## config.mk

```make
export PLATFORM = sky130hd
export DESIGN_NAME = sparc_ifu_thrsched
export DESIGN_NICKNAME = d
export VERILOG_FILES = /design/src/rtl/sparc_ifu_thrsched.sv
export SDC_FILE = /design/constraint.sdc
export NUM_CORES = 1
export LEC_CHECK = 0
export ABC_AREA = 1
export BUFFER_PORTS_ARGS = -buffer_cell sky130_fd_sc_hd__buf_4
export CAP_MARGIN = 20
export CORE_UTILIZATION = 35
export CTS_CLUSTER_DIAMETER = 120
export DETAILED_ROUTE_END_ITERATION = 12
export PLACE_DENSITY_LB_ADDON = 0.3
export SLEW_MARGIN = 20
export SYNTH_ARGS = -nofsm -noshare
export SYNTH_HDL_FRONTEND = slang
export SYNTH_SLANG_ARGS = --single-unit
```

## constraint.sdc

```tcl
create_clock -name clk -period 2.2 [get_ports clk]
set_input_delay 0.44 -clock clk [delete_from_list [all_inputs] [get_ports clk]]
set_output_delay 0.44 -clock clk [all_outputs]
set_load 0.05 [all_outputs]
```

## src/rtl/sparc_ifu_thrsched.sv

```systemverilog
// Per-core IFU thread scheduler: round-robin pick of a ready thread, time-slice quantum,
// and one-cycle schedule/switch_out pulses. Define IFU_THRSCHED_SPEC_EN to make SPEC_RDY eligible.
module sparc_ifu_thrsched #(
  parameter int unsigned NTHR    = 4,
  parameter int unsigned QUANTUM = 16,
  parameter int unsigned QCNT_W  = 5
) (
  input  logic            clk,
  input  logic            arst_l,
  input  logic [NTHR-1:0] thr_rdy,
  input  logic [NTHR-1:0] thr_spec_rdy,
  input  logic            run_stop,
  input  logic            switch_req,
  input  logic            fe_stall,
  output logic [NTHR-1:0] schedule,
  output logic [NTHR-1:0] switch_out,
  output logic [NTHR-1:0] run_thr,
  output logic            run_vld
);

  localparam int unsigned PTR_W = (NTHR > 1) ? $clog2(NTHR) : 1;

  typedef enum logic [1:0] {StIdle, StRun, StSwitch} state_e;

  state_e              state_q, state_d;
  logic [NTHR-1:0]     schedule_q, schedule_d;
  logic [NTHR-1:0]     switch_out_q, switch_out_d;
  logic [NTHR-1:0]     run_thr_q, run_thr_d;
  logic                run_vld_q, run_vld_d;
  logic [QCNT_W-1:0]   qcnt_q, qcnt_d;
  logic [PTR_W-1:0]    rr_ptr_q, rr_ptr_d;

  logic [NTHR-1:0]     elig_rdy, elig_spec, win_oh;
  logic                found_rdy, found_spec, any_elig, qcnt_max;
  logic [PTR_W-1:0]    win_rdy, win_spec, win, idx, win_inc;
  int unsigned         pos;

  assign elig_rdy = thr_rdy & ~run_thr_q;
`ifdef IFU_THRSCHED_SPEC_EN
  assign elig_spec = thr_spec_rdy & ~run_thr_q;
`else
  logic unused_spec;
  assign unused_spec = ^thr_spec_rdy;
  assign elig_spec   = '0;
`endif

  // Rotating search from rr_ptr; the RDY set is searched before the SPEC_RDY set.
  always_comb begin
    found_rdy  = 1'b0;
    found_spec = 1'b0;
    win_rdy    = '0;
    win_spec   = '0;
    pos        = 0;
    idx        = '0;
    for (int unsigned i = 0; i < NTHR; i++) begin
      pos = (32'(rr_ptr_q) + i) % NTHR;
      idx = PTR_W'(pos);
      if (!found_rdy && elig_rdy[idx]) begin
        found_rdy = 1'b1;
        win_rdy   = idx;
      end
      if (!found_spec && elig_spec[idx]) begin
        found_spec = 1'b1;
        win_spec   = idx;
      end
    end
  end

  assign any_elig = found_rdy | found_spec;
  assign win      = found_rdy ? win_rdy : win_spec;
  assign win_inc  = (win == PTR_W'(NTHR - 1)) ? '0 : win + 1'b1;
  assign qcnt_max = (qcnt_q == QCNT_W'(QUANTUM - 1));

  always_comb begin
    win_oh      = '0;
    win_oh[win] = 1'b1;
  end

  always_comb begin
    state_d      = state_q;
    schedule_d   = '0;
    switch_out_d = '0;
    run_thr_d    = run_thr_q;
    run_vld_d    = run_vld_q;
    qcnt_d       = qcnt_q;
    rr_ptr_d     = rr_ptr_q;
    unique case (state_q)
      StIdle: begin
        if (any_elig && !fe_stall) begin
          schedule_d = win_oh;
          run_thr_d  = win_oh;
          run_vld_d  = 1'b1;
          qcnt_d     = '0;
          rr_ptr_d   = win_inc;
          state_d    = StRun;
        end
      end
      StRun: begin
        // run_stop wins over switch_req/expiry and is honoured even under fe_stall.
        if (run_stop) begin
          run_thr_d = '0;
          run_vld_d = 1'b0;
          state_d   = StSwitch;
        end else if ((switch_req || (qcnt_max && any_elig)) && !fe_stall) begin
          switch_out_d = run_thr_q;
          run_thr_d    = '0;
          run_vld_d    = 1'b0;
          state_d      = StSwitch;
        end else if (!fe_stall && !qcnt_max) begin
          qcnt_d = qcnt_q + 1'b1;
        end
      end
      StSwitch: state_d = StIdle;
      default:  state_d = StIdle;
    endcase
  end

  always_ff @(posedge clk or negedge arst_l) begin
    if (!arst_l) begin
      state_q      <= StIdle;
      schedule_q   <= '0;
      switch_out_q <= '0;
      run_thr_q    <= '0;
      run_vld_q    <= 1'b0;
      qcnt_q       <= '0;
      rr_ptr_q     <= '0;
    end else begin
      state_q      <= state_d;
      schedule_q   <= schedule_d;
      switch_out_q <= switch_out_d;
      run_thr_q    <= run_thr_d;
      run_vld_q    <= run_vld_d;
      qcnt_q       <= qcnt_d;
      rr_ptr_q     <= rr_ptr_d;
    end
  end

  assign schedule   = schedule_q;
  assign switch_out = switch_out_q;
  assign run_thr    = run_thr_q;
  assign run_vld    = run_vld_q;

endmodule
```

==> results of run 1 <==
-- flip-flops by register name (all words and copies together) (netlist names) --
signal and cells:
schedule 4, rr_ptr_q 2, switch_out 4, qcnt_q 5, state_q 2, run_thr 4
run_vld 1
-- power groups by stage --
stage	clock network, uW	registers, uW	logic [uW]
2_1_floorplan	0	795	808
3_3_place_gp	0	618	1210
3_5_place_dp	0	623	1260
4_1_cts	246	618	1260
5_1_grt	259	641	1440
6_report	232	625	1260
-- through the flow --
stage	total power [uW]	worst slack, ps	hold WS (ps)	cell area, um^2
3_5_place_dp	1879	205.1	349.1	1498
6_report	2118	254.7	67.97	1548
5_1_grt	2340	18.88	82.14	1548
2_1_floorplan	1603	281.4	144.4	1294
3_3_place_gp	1828	283.5	343.6	1498
4_1_cts	2124	174.3	67.40	1539
-- kinds of logic after synthesis --
kind of cell	share of synthesized area, %
and+or+nand+nor	38.20
DFF	42.55
xor gates and xnor gates	1.354
adders and majority gates	5.803
buffers and inverters	8.897
AOI/OAI and AO/OA	3.192
-- cell usage in the layout, fill, tap and decap left out, types with 2 or more instances in the layout --
cell	count
a21oi_1	2
and3_1	4
buf_4	21
clkbuf_8	3
dfrtp_1	21
ha_1	6
inv_1	23
inv_2	3
nand2_1	41
nand2_2	4
nand2_4	4
nand3_1	16
nand3_2	3
nand3_4	2
nor2_1	11
nor2_4	4
o21ai_1	2
-- routing by layer --
layer / track usage, % / up-vias / wire length, um
li1: - / 522 / -
met1: 17.56 / 454 / 1166
met2: 23.78 / 20 / 1117
met3: 3.650 / 4 / 91
met4: 5.814 / 0 / 42
met5: 0 / - / 0
-- layout make-up --
type	instances	area, um^2	area share [%]
Inverter	27	103.9	6.710
Timing Repair Buffer	21	157.7	10.19
Sequential cell	22	551.8	35.65
Multi-Input combinational cell	105	635.6	41.07
Clock buffer	3	41.29	2.668
Tap cell	46	57.56	3.719
-- worst paths after layout --
check / startpoint / endpoint / slack, ps / cells after the start
setup / recovery: rr_ptr_q[0]$_DFFE_PN0P_ / run_thr[1]$_DFFE_PN0P_ / 250 / 14
hold / removal: arst_l / run_vld$_DFFE_PN0P_ / 70 / 1
setup reg to reg: rr_ptr_q[0]$_DFFE_PN0P_ / run_thr[1]$_DFFE_PN0P_ / 250 / 14
hold reg to reg: run_vld$_DFFE_PN0P_ / run_vld$_DFFE_PN0P_ / 480 / 2
max in group asynchronous: arst_l / rr_ptr_q[0]$_DFFE_PN0P_ / 1890 / 1
min in group clk: run_vld$_DFFE_PN0P_ / run_vld$_DFFE_PN0P_ / 480 / 2
==> qor.yml, run 1 <==
clock_tree:
  clk_latency_ps: 250
  path_clk_slew_ps: 70
  cts_buffer_depth: 2
  h-tree-depth: 1
  cts_made_buffers: 3
  cts_tree: "built"
  post-cts-setup-buffers: 0
  clkSinkCount: 22
  cts-root-buf: "clkbuf_8"
  postCtsHoldBufs: 0
  postCtsResizedCells: 0
global_routing:
  antenna_found_initial: 0
  grt_max_degree: 23
  overflow: 0
  track_usage_pct: 14.32
  grt_pass1_wl_mm: 4.464
  grt_pass1_vias: 1057
synthesis:
  syn_area_per_cell_um2: 8.347
  ys_seq_area_share_pct: 42.55
  yosysTopAreaCellShare_pct: 42.55
  ys_ff_latch: 22
  yosys-top-cells-area: "dfrtp_1 43%, nand2_1 12%, inv_1 6.7%"
  synth_nets: 174
  synth_warnings: 0
  yosysTopAreaCell: "dfrtp_1"
  synth_area_mm2: 0.001294
  syn_inst: 155
  synth_edf_count: 0
  synth-main-ff-cell: "dfrtp_1"
  ys_top_cells_by_count: "41 x nand2_1, 23 x inv_1, 22 x dfrtp_1"
  async_reset_ff_share_pct: 100.0
  synthMostInstantiatedCell: "nand2_1"
  synth_cell_types: 23
die:
  die_area_mm2: 0.003944
  start_util_pct: 37.59
  ios: 26
  chipHeight_um: 62.80
  die_w_um: 62.80
  core_mm2: 0.003442
  fp-row-count: 21
setup_path:
  path_max_fanout: 8
  path_cells: "inv_4 -> nand3_1 -> nand2_2 -> nand2_1 -> nand2_1 -> nand3_1 -> nand3_1 -> nand3_1 -> inv_1 -> ha_1 -> inv_1 -> nor2_1 -> inv_1 -> nand2_1"
  cp-start-kind: "register"
  cp.arrival_ps: 2140
  slowest_delay_ps: 490
  cp-end-kind: "register"
  critPathTopFamily: "simple AND/OR/NAND/NOR gates"
  worst_path_most_repeated_cell: "nand3_1"
  required_ps: 2400
  critPathSlowestCell: "dfrtp_2"
  cp.buffers_inverters: 4
  crit_type: "reg2reg"
pwr:
  switching_share_pct: 50.37
  ir_drop_mv: 0.8398
  powerDensity_mw_per_mm2: 1369
  p_switching_uw: 1067
  p_leak_uw: 0.0008539
  pwr-share-clk_pct: 11.0
  p_int_uw: 1051
  pwr-share-comb_pct: 59.5
  seq_power_share_pct: 29.5
routing:
  vias: 1000
  drc: 0
  wire_per_inst_um: 10.79
  via_per_inst: 4.464
  first_iter_violations: 50
  drt_wl_total_mm: 2.418
  drtPass1Iterations: 4
  ant_nets: 0
layout:
  finalNetCount: 199
  final_cells: 224
  drive_gt1_share_pct: 27.53
  diodes: 0
  synthToLayoutAreaGrowth_pct: 19.63
  fillers: 345
  fin_util_pct: 44.97
timing:
  post-route-min-period_ps: 1945
  finalSetupTns_ps: 0
  worst_slew_pin_slew_ps: 283.3
  slew_headroom_pct: 81.11
  rsz0062_at_grt: "no"
  drv_slew: 0
  hold_viol: 0
  finalSetupViolations: 0
  fin_crit_sh_pct: 88.42
  fmax_mhz: 514.1
  clock_skew_ps: 2.955
outcome:
  outcome: "completed"
placed_design:
  hpwl_mm: 1.874
  place_inst: 221
  gp_routability_congestion: 0.7586
  port_buffers: 21
run:
  drv_cap: 0
hold_path:
  worstHoldPathType: "in2async"
No activity file was read; power rests on OpenSTA's default activity.
==> run 2, diff against run 1 <==
PLACE_DENSITY = 0.59   (was default)
PLACE_DENSITY_LB_ADDON = default   (was 0.3)
==> run 2 against run 1 <==
  * Register-to-register slack barely moved
  * Final cell count did not move
  * Sequential share of layout area did not move
  * Total power rose by 0.34%
  * Routed wire length is 1.0% lower
  * Fmax down 0.35%
  * Count of clock-buffer cells in the layout did not move
  * Sequential power about the same
  * Setup slack worse by 6.8 ps
  * Non-clock buffer count stayed put
  * Combinational power is essentially flat
  * Largest cell class unchanged
  * Largest power group unchanged
==> qor.yml, run 2 (synthesis gave the netlist of run 1 again) <==
pwr:
  pwr-share-comb_pct: 59.7  # +0.2 points
  p_switching_uw: 1071  # +0.38%
  powerDensity_mw_per_mm2: 1373  # +0.34%
  pwr-share-clk_pct: 11.0  # about the same
  p_int_uw: 1055  # +0.31%
  total_power_uw: 2126  # +0.34%
  p_leak_uw: 0.0008539  # unchanged
  seq_power_share_pct: 29.3  # -0.2 points
  switching_share_pct: 50.39  # about the same
  ir_drop_mv: 0.8640  # +2.9%
setup_path:
  cp-end-kind: "register"
  critPathSlowestCell: "dfrtp_2"
  required_ps: 2400  # about the same
  worst_path_most_repeated_cell: "nand3_1"
  crit_start: "rr_ptr_q[0]$_DFFE_PN0P_"
  cp-start-kind: "register"
  slowest_delay_ps: 490  # about the same
  path_max_fanout: 8  # unchanged
  reg2regPathDepth: 14  # unchanged
  path_cells: "inv_4 -> nand3_1 -> nand2_2 -> nand2_1 -> nand2_1 -> nand3_1 -> nand3_1 -> nand3_1 -> inv_1 -> ha_1 -> inv_1 -> nor2_1 -> inv_1 -> nand2_1"
  r2r-start: "rr_ptr_q[0]$_DFFE_PN0P_"
  cp.arrival_ps: 2150  # about the same
  rrSetupSlack_ps: 250  # about the same
  crit_type: "reg2reg"
  endpoint: "run_thr[3]$_DFFE_PN0P_"
  reg2reg_to: "run_thr[3]$_DFFE_PN0P_"
global_routing:
  antenna_found_initial: 0  # unchanged
  overflow: 0  # unchanged
  grt_max_degree: 23  # unchanged
  grt_pass1_wl_mm: 4.581  # +2.6%
  grt_pass1_vias: 1042  # -1.4%
  track_usage_pct: 14.48  # +0.17 points
clock_tree:
  cts_made_buffers: 3  # unchanged
  postCtsHoldBufs: 0  # unchanged
  h-tree-depth: 1  # unchanged
  cts_tree: "built"
  clk_latency_ps: 250  # about the same
  cts_buffer_depth: 2  # unchanged
  postCtsResizedCells: 0  # unchanged
  cts-root-buf: "clkbuf_8"
  post-cts-setup-buffers: 0  # unchanged
  path_clk_slew_ps: 70  # about the same
  clkSinkCount: 22  # unchanged
timing:
  setup_ws_ps: 247.8  # -6.847 ps
  slew_headroom_pct: 80.98  # -0.13 points
  fmax_mhz: 512.3  # -0.35%
  finalSetupViolations: 0  # unchanged
  clock_skew_ps: 3.325  # +0.3699 ps
  hold_viol: 0  # unchanged
  finalSetupTns_ps: 0  # unchanged
  worst_slew_pin_slew_ps: 285.3  # +2.017 ps
  drv_slew: 0  # unchanged
  post-route-min-period_ps: 1952  # +6.847 ps
  fin_crit_sh_pct: 88.73  # +0.31 points
  rsz0062_at_grt: "no"
layout:
  synthToLayoutAreaGrowth_pct: 19.63  # unchanged
  final_common_cell: "nand2_1"
  mostFrequentLayoutCells: "41 x nand2_1, 23 x inv_1, 21 x buf_4, 21 x dfrtp_1, 16 x nand3_1"
  finalNetCount: 199  # unchanged
  largest_register_ffs: 5  # unchanged
  drive_gt1_share_pct: 27.53  # unchanged
  top_register: "qcnt_q"
  diodes: 0  # unchanged
  fillers: 357  # +3.5%
  fin_util_pct: 44.97  # unchanged
run:
  drv_cap: 0  # unchanged
placed_design:
  port_buffers: 21  # unchanged
  gp_routability_congestion: 0.8095  # +6.7%
  hpwl_mm: 1.893  # +1.0%
  dpl_worst_slack_ps: 216.9  # +11.77 ps
routing:
  vias: 986  # -1.4%
  first_iter_violations: 46  # -8.0%
  wire_per_inst_um: 10.68  # -1.0%
  ant_nets: 0  # unchanged
  via_per_inst: 4.402  # -1.4%
  drtPass1Iterations: 4  # unchanged
  drt_wl_total_mm: 2.393  # -1.0%
  drc: 0  # unchanged
die:
  core_mm2: 0.003442  # unchanged
  die_w_um: 62.80  # unchanged
  die_area_mm2: 0.003944  # unchanged
  ios: 26  # unchanged
  chipHeight_um: 62.80  # unchanged
  fp-row-count: 21  # unchanged
  start_util_pct: 37.59  # unchanged
hold_path:
  worstHoldPathType: "in2async"
outcome:
  outcome: "completed"
==> run 2: metrics by stage <==
step / cell area, um^2 / std cells / hold WS, ps
6_report: 1548 / 224 / 61.55
3_3_place_gp: 1498 / 221 / 346.3
3_5_place_dp: 1498 / 221 / 349.3
4_1_cts: 1539 / 224 / 70.23
2_1_floorplan: 1294 / 155 / 144.4
5_1_grt: 1548 / 224 / 78.60
==> run 2: cell type report <==
class | count | area, um^2 | area share (%)
Sequential cell | 22 | 551.8 | 35.65
Clock buffer | 3 | 41.29 | 2.668
Tap cell | 46 | 57.56 | 3.719
Multi-Input combinational cell | 105 | 635.6 | 41.07
Inverter | 27 | 103.9 | 6.710
Timing Repair Buffer | 21 | 157.7 | 10.19
==> run 2: metal layers <==
metal | wire length (um) | GRT usage [%] | vias up
met3 | 83 | 4.015 | 2
li1 | - | - | 525
met5 | 0 | 0 | -
met1 | 1148 | 18.59 | 446
met4 | 12 | 1.744 | 0
met2 | 1148 | 24.73 | 13
==> run 2: power groups by stage <==
| stage | Combinational [uW] | Sequential (uW) | Clock (uW) |
|---|---|---|---|
| 2_1_floorplan | 808 | 795 | 0 |
| 3_3_place_gp | 1220 | 620 | 0 |
| 3_5_place_dp | 1270 | 623 | 0 |
| 4_1_cts | 1270 | 617 | 250 |
| 5_1_grt | 1450 | 644 | 262 |
| 6_report | 1270 | 623 | 234 |
==> run 2: worst min-delay path by stage <==
stage | start | end | slack, ps | cells past startpoint
after global placement | arst_l | state_q[0]$_DFFE_PN0P_ | 350 | 1
final | arst_l | run_vld$_DFFE_PN0P_ | 60 | 1
after global routing | arst_l | schedule[3]$_DFF_PN0_ | 80 | 1
after floorplan | arst_l | qcnt_q[0]$_DFFE_PN0P_ | 140 | 0
after CTS | arst_l | schedule[3]$_DFF_PN0_ | 70 | 1
after detailed placement | arst_l | state_q[1]$_DFFE_PN0P_ | 350 | 1
==> run 2: critical path: cells and delay by family, from the launching register on <==
family | cells | cell delay, ps
flops | 1 | 490
buf+inv | 4 | 320
simple gates | 9 | 920
fa+ha+maj | 1 | 160
==> run 3, diff against run 2 <==
CORE_ASPECT_RATIO = 0.5   (was default)
==> run 3 against run 2 <==
  * The run now ends with design-rule violations left
  * Via count rose by 2.4%
  * Clock power rose by 66%
  * First-iteration DRC count fell by 4.3%
  * Total power rose by 6.7%
  * Combinational power barely moved
  * Fmax rose by 3.4%
  * Die area rose by 0.36%
  * Setup slack improved by 65 ps
  * Global-route usage fell by 0.55 points
  * Hold slack got worse by 16 ps
  * Sequential power barely moved
  * Clock skew fell by 1.1 ps
  * Highest routed layer unchanged
==> qor.yml, run 3 (synthesis gave the netlist of run 1 again) <==
outcome:
  outcome: "complete, but fails checks"
  failed_checks: "design-rule violations"
clock_tree:
  cts_tree: "built"
  clk_latency_ps: 270  # +20 ps
  postCtsHoldBufs: 0  # unchanged
  cts-root-buf: "clkbuf_8"
  path_clk_slew_ps: 90  # +20 ps
  cts_made_buffers: 3  # unchanged
  cts_buffer_depth: 2  # unchanged
  clkSinkCount: 22  # unchanged
  h-tree-depth: 1  # unchanged
pwr:
  pwr-share-clk_pct: 17.1  # +6.1 points
  switching_share_pct: 48.38  # -2.0 points
  ir_drop_mv: 0.4810  # -44%
  p_int_uw: 1171  # +11%
  powerDensity_mw_per_mm2: 1432  # +4.3%
  p_leak_uw: 0.0008680  # +1.7%
  pwr-share-comb_pct: 55.5  # -4.2 points
  seq_power_share_pct: 27.4  # -1.9 points
  p_switching_uw: 1097  # +2.5%
layout:
  mostFrequentLayoutCells: "41 x nand2_1, 23 x inv_1, 21 x buf_4, 21 x dfrtp_1, 16 x nand3_1"
  fin_util_pct: 45.38  # +0.41 points
  final_common_cell: "nand2_1"
  synthToLayoutAreaGrowth_pct: 22.44
  drive_gt1_share_pct: 27.93  # +0.40 points
  fillers: 355  # -0.56%
  top_register: "qcnt_q"
  largest_register_ffs: 5  # unchanged
  diodes: 0  # unchanged
  finalNetCount: 199  # unchanged
routing:
  drc: 1  # +1
  wire_per_inst_um: 10.89  # +1.9%
  wl_met1_mm: 1.220  # +6.3%
  top_layer: "met4"
  dr_wl_met2_mm: 1.189  # +3.6%
  vias: 1010  # +2.4%
  drtPass1Iterations: 10  # +6
  via_per_inst: 4.391  # -0.24%
  dr_wl_met3_um: 79  # -4.8%
  drt_wl_total_mm: 2.505  # +4.7%
  first_iter_violations: 44  # -4.3%
  ant_nets: 0  # unchanged
timing:
  finalSetupViolations: 0  # unchanged
  post-route-min-period_ps: 1887  # -64.99 ps
  whs_ps: 45.42  # -16.12 ps
  clock_skew_ps: 2.189  # -1.135 ps
  drv_slew: 0  # unchanged
  finalSetupTns_ps: 0  # unchanged
  hold_viol: 0  # unchanged
  slew_headroom_pct: 80.86  # -0.12 points
  fmax_mhz: 529.9  # +3.4%
  worst_slew_pin_slew_ps: 287.1  # +1.765 ps
  fin_crit_sh_pct: 85.78  # -3.0 points
  rsz0062_at_grt: "no"
setup_path:
  reg2regPathDepth: 14  # unchanged
  crit_start: "rr_ptr_q[0]$_DFFE_PN0P_"
  required_ps: 2410  # about the same
  cp.arrival_ps: 2100  # -50 ps
  rrSetupSlack_ps: 310  # +60 ps
  reg2reg_to: "run_thr[3]$_DFFE_PN0P_"
  r2r-start: "rr_ptr_q[0]$_DFFE_PN0P_"
  crit_type: "reg2reg"
  cp-end-kind: "register"
  cp-start-kind: "register"
  path_max_fanout: 8  # unchanged
die:
  die_w_um: 87.98  # +40%
  chipHeight_um: 44.99  # -28%
  core_mm2: 0.003491  # +1.4%
  die_area_mm2: 0.003958  # +0.36%
  start_util_pct: 37.06  # -0.53 points
  ios: 26  # unchanged
  fp-row-count: 15  # -29%
global_routing:
  overflow: 0  # unchanged
  track_usage_pct: 13.94  # -0.55 points
  grt_max_degree: 23  # unchanged
  antenna_found_initial: 0  # unchanged
  grt_pass1_wl_mm: 4.043  # -12%
  grt_pass1_vias: 934  # -10%
placed_design:
  hpwl_mm: 1.872  # -1.1%
  port_buffers: 21  # unchanged
  gp_routability_congestion: 0.8222  # +1.6%
run:
  drv_cap: 0  # unchanged
hold_path:
  worstHoldPathType: "in2async"
-- run 3: cell types whose count changed in the layout (fill, tap and decap cells not counted) --
cell	before	now
bufinv_16	0	1
-- run 3: layout make-up --
cell class              count  area [um^2]  area share (%)
multi-input cells         105        635.6           40.13
flip-flops and latches     22        551.8           34.83
repair buffers             21        157.7           9.953
inverters                  27        103.9           6.556
well taps                  51        63.81           4.028
clock buffers               3        41.29           2.607
clock inverters             1        30.03           1.896
-- run 3: through the flow --
stage	cell area, um^2	total power, uW	setup WS, ps	instances
2_1_floorplan	1294	1603	281.4	155
4_1_cts	1575	2269	238.3	230
3_3_place_gp	1504	1854	306.8	226
5_1_grt	1584	2446	70.66	230
6_report	1584	2268	312.8	230
3_5_place_dp	1504	1878	252.6	226
-- run 3: worst max path at each step --
| stage | to | slack, ps |
|---|---|---|
| floorplan | run_thr[1]$_DFFE_PN0P_ | 280 |
| global placement | run_thr[3]$_DFFE_PN0P_ | 310 |
| detailed placement | run_thr[3]$_DFFE_PN0P_ | 250 |
| CTS | run_thr[3]$_DFFE_PN0P_ | 240 |
| global route | run_thr[3]$_DFFE_PN0P_ | 70 |
| finish | run_thr[3]$_DFFE_PN0P_ | 310 |
-- run 3: power by group through the flow --
| stage | combinational (uW) | clock [uW] | sequential, uW |
|---|---|---|---|
| after floorplan | 808 | 0 | 795 |
| after global placement | 1240 | 0 | 619 |
| after detailed placement | 1260 | 0 | 621 |
| after CTS | 1260 | 396 | 613 |
| after global routing | 1400 | 409 | 636 |
| final | 1260 | 388 | 623 |
-- run 3: routing by layer --
| metal | vias to the layer above | GRT usage, % |
|---|---|---|
| li1 | 524 | - |
| met1 | 475 | 16.38 |
| met2 | 9 | 24.96 |
| met3 | 2 | 4.570 |
| met4 | 0 | 3.934 |
| met5 | - | 0 |
-- run 3: timing repair --
action                     4_1_cts  5_1_grt
setup endpoints to repair        0        1
buffers inserted                 0        0
resized for setup                0        2
hold endpoints to repair         0        0
-- run 3: critical path: stages, from the launching register on --
cell,delay (ps)
dfrtp_2,500
inv_4,110
nand3_2,80
nand2_2,100
nand2_1,100
nand2_1,90
nand3_1,90
nand3_1,110
nand3_1,140
inv_1,110
ha_1,150
inv_1,40
nor2_1,120
inv_1,50
nand2_1,60
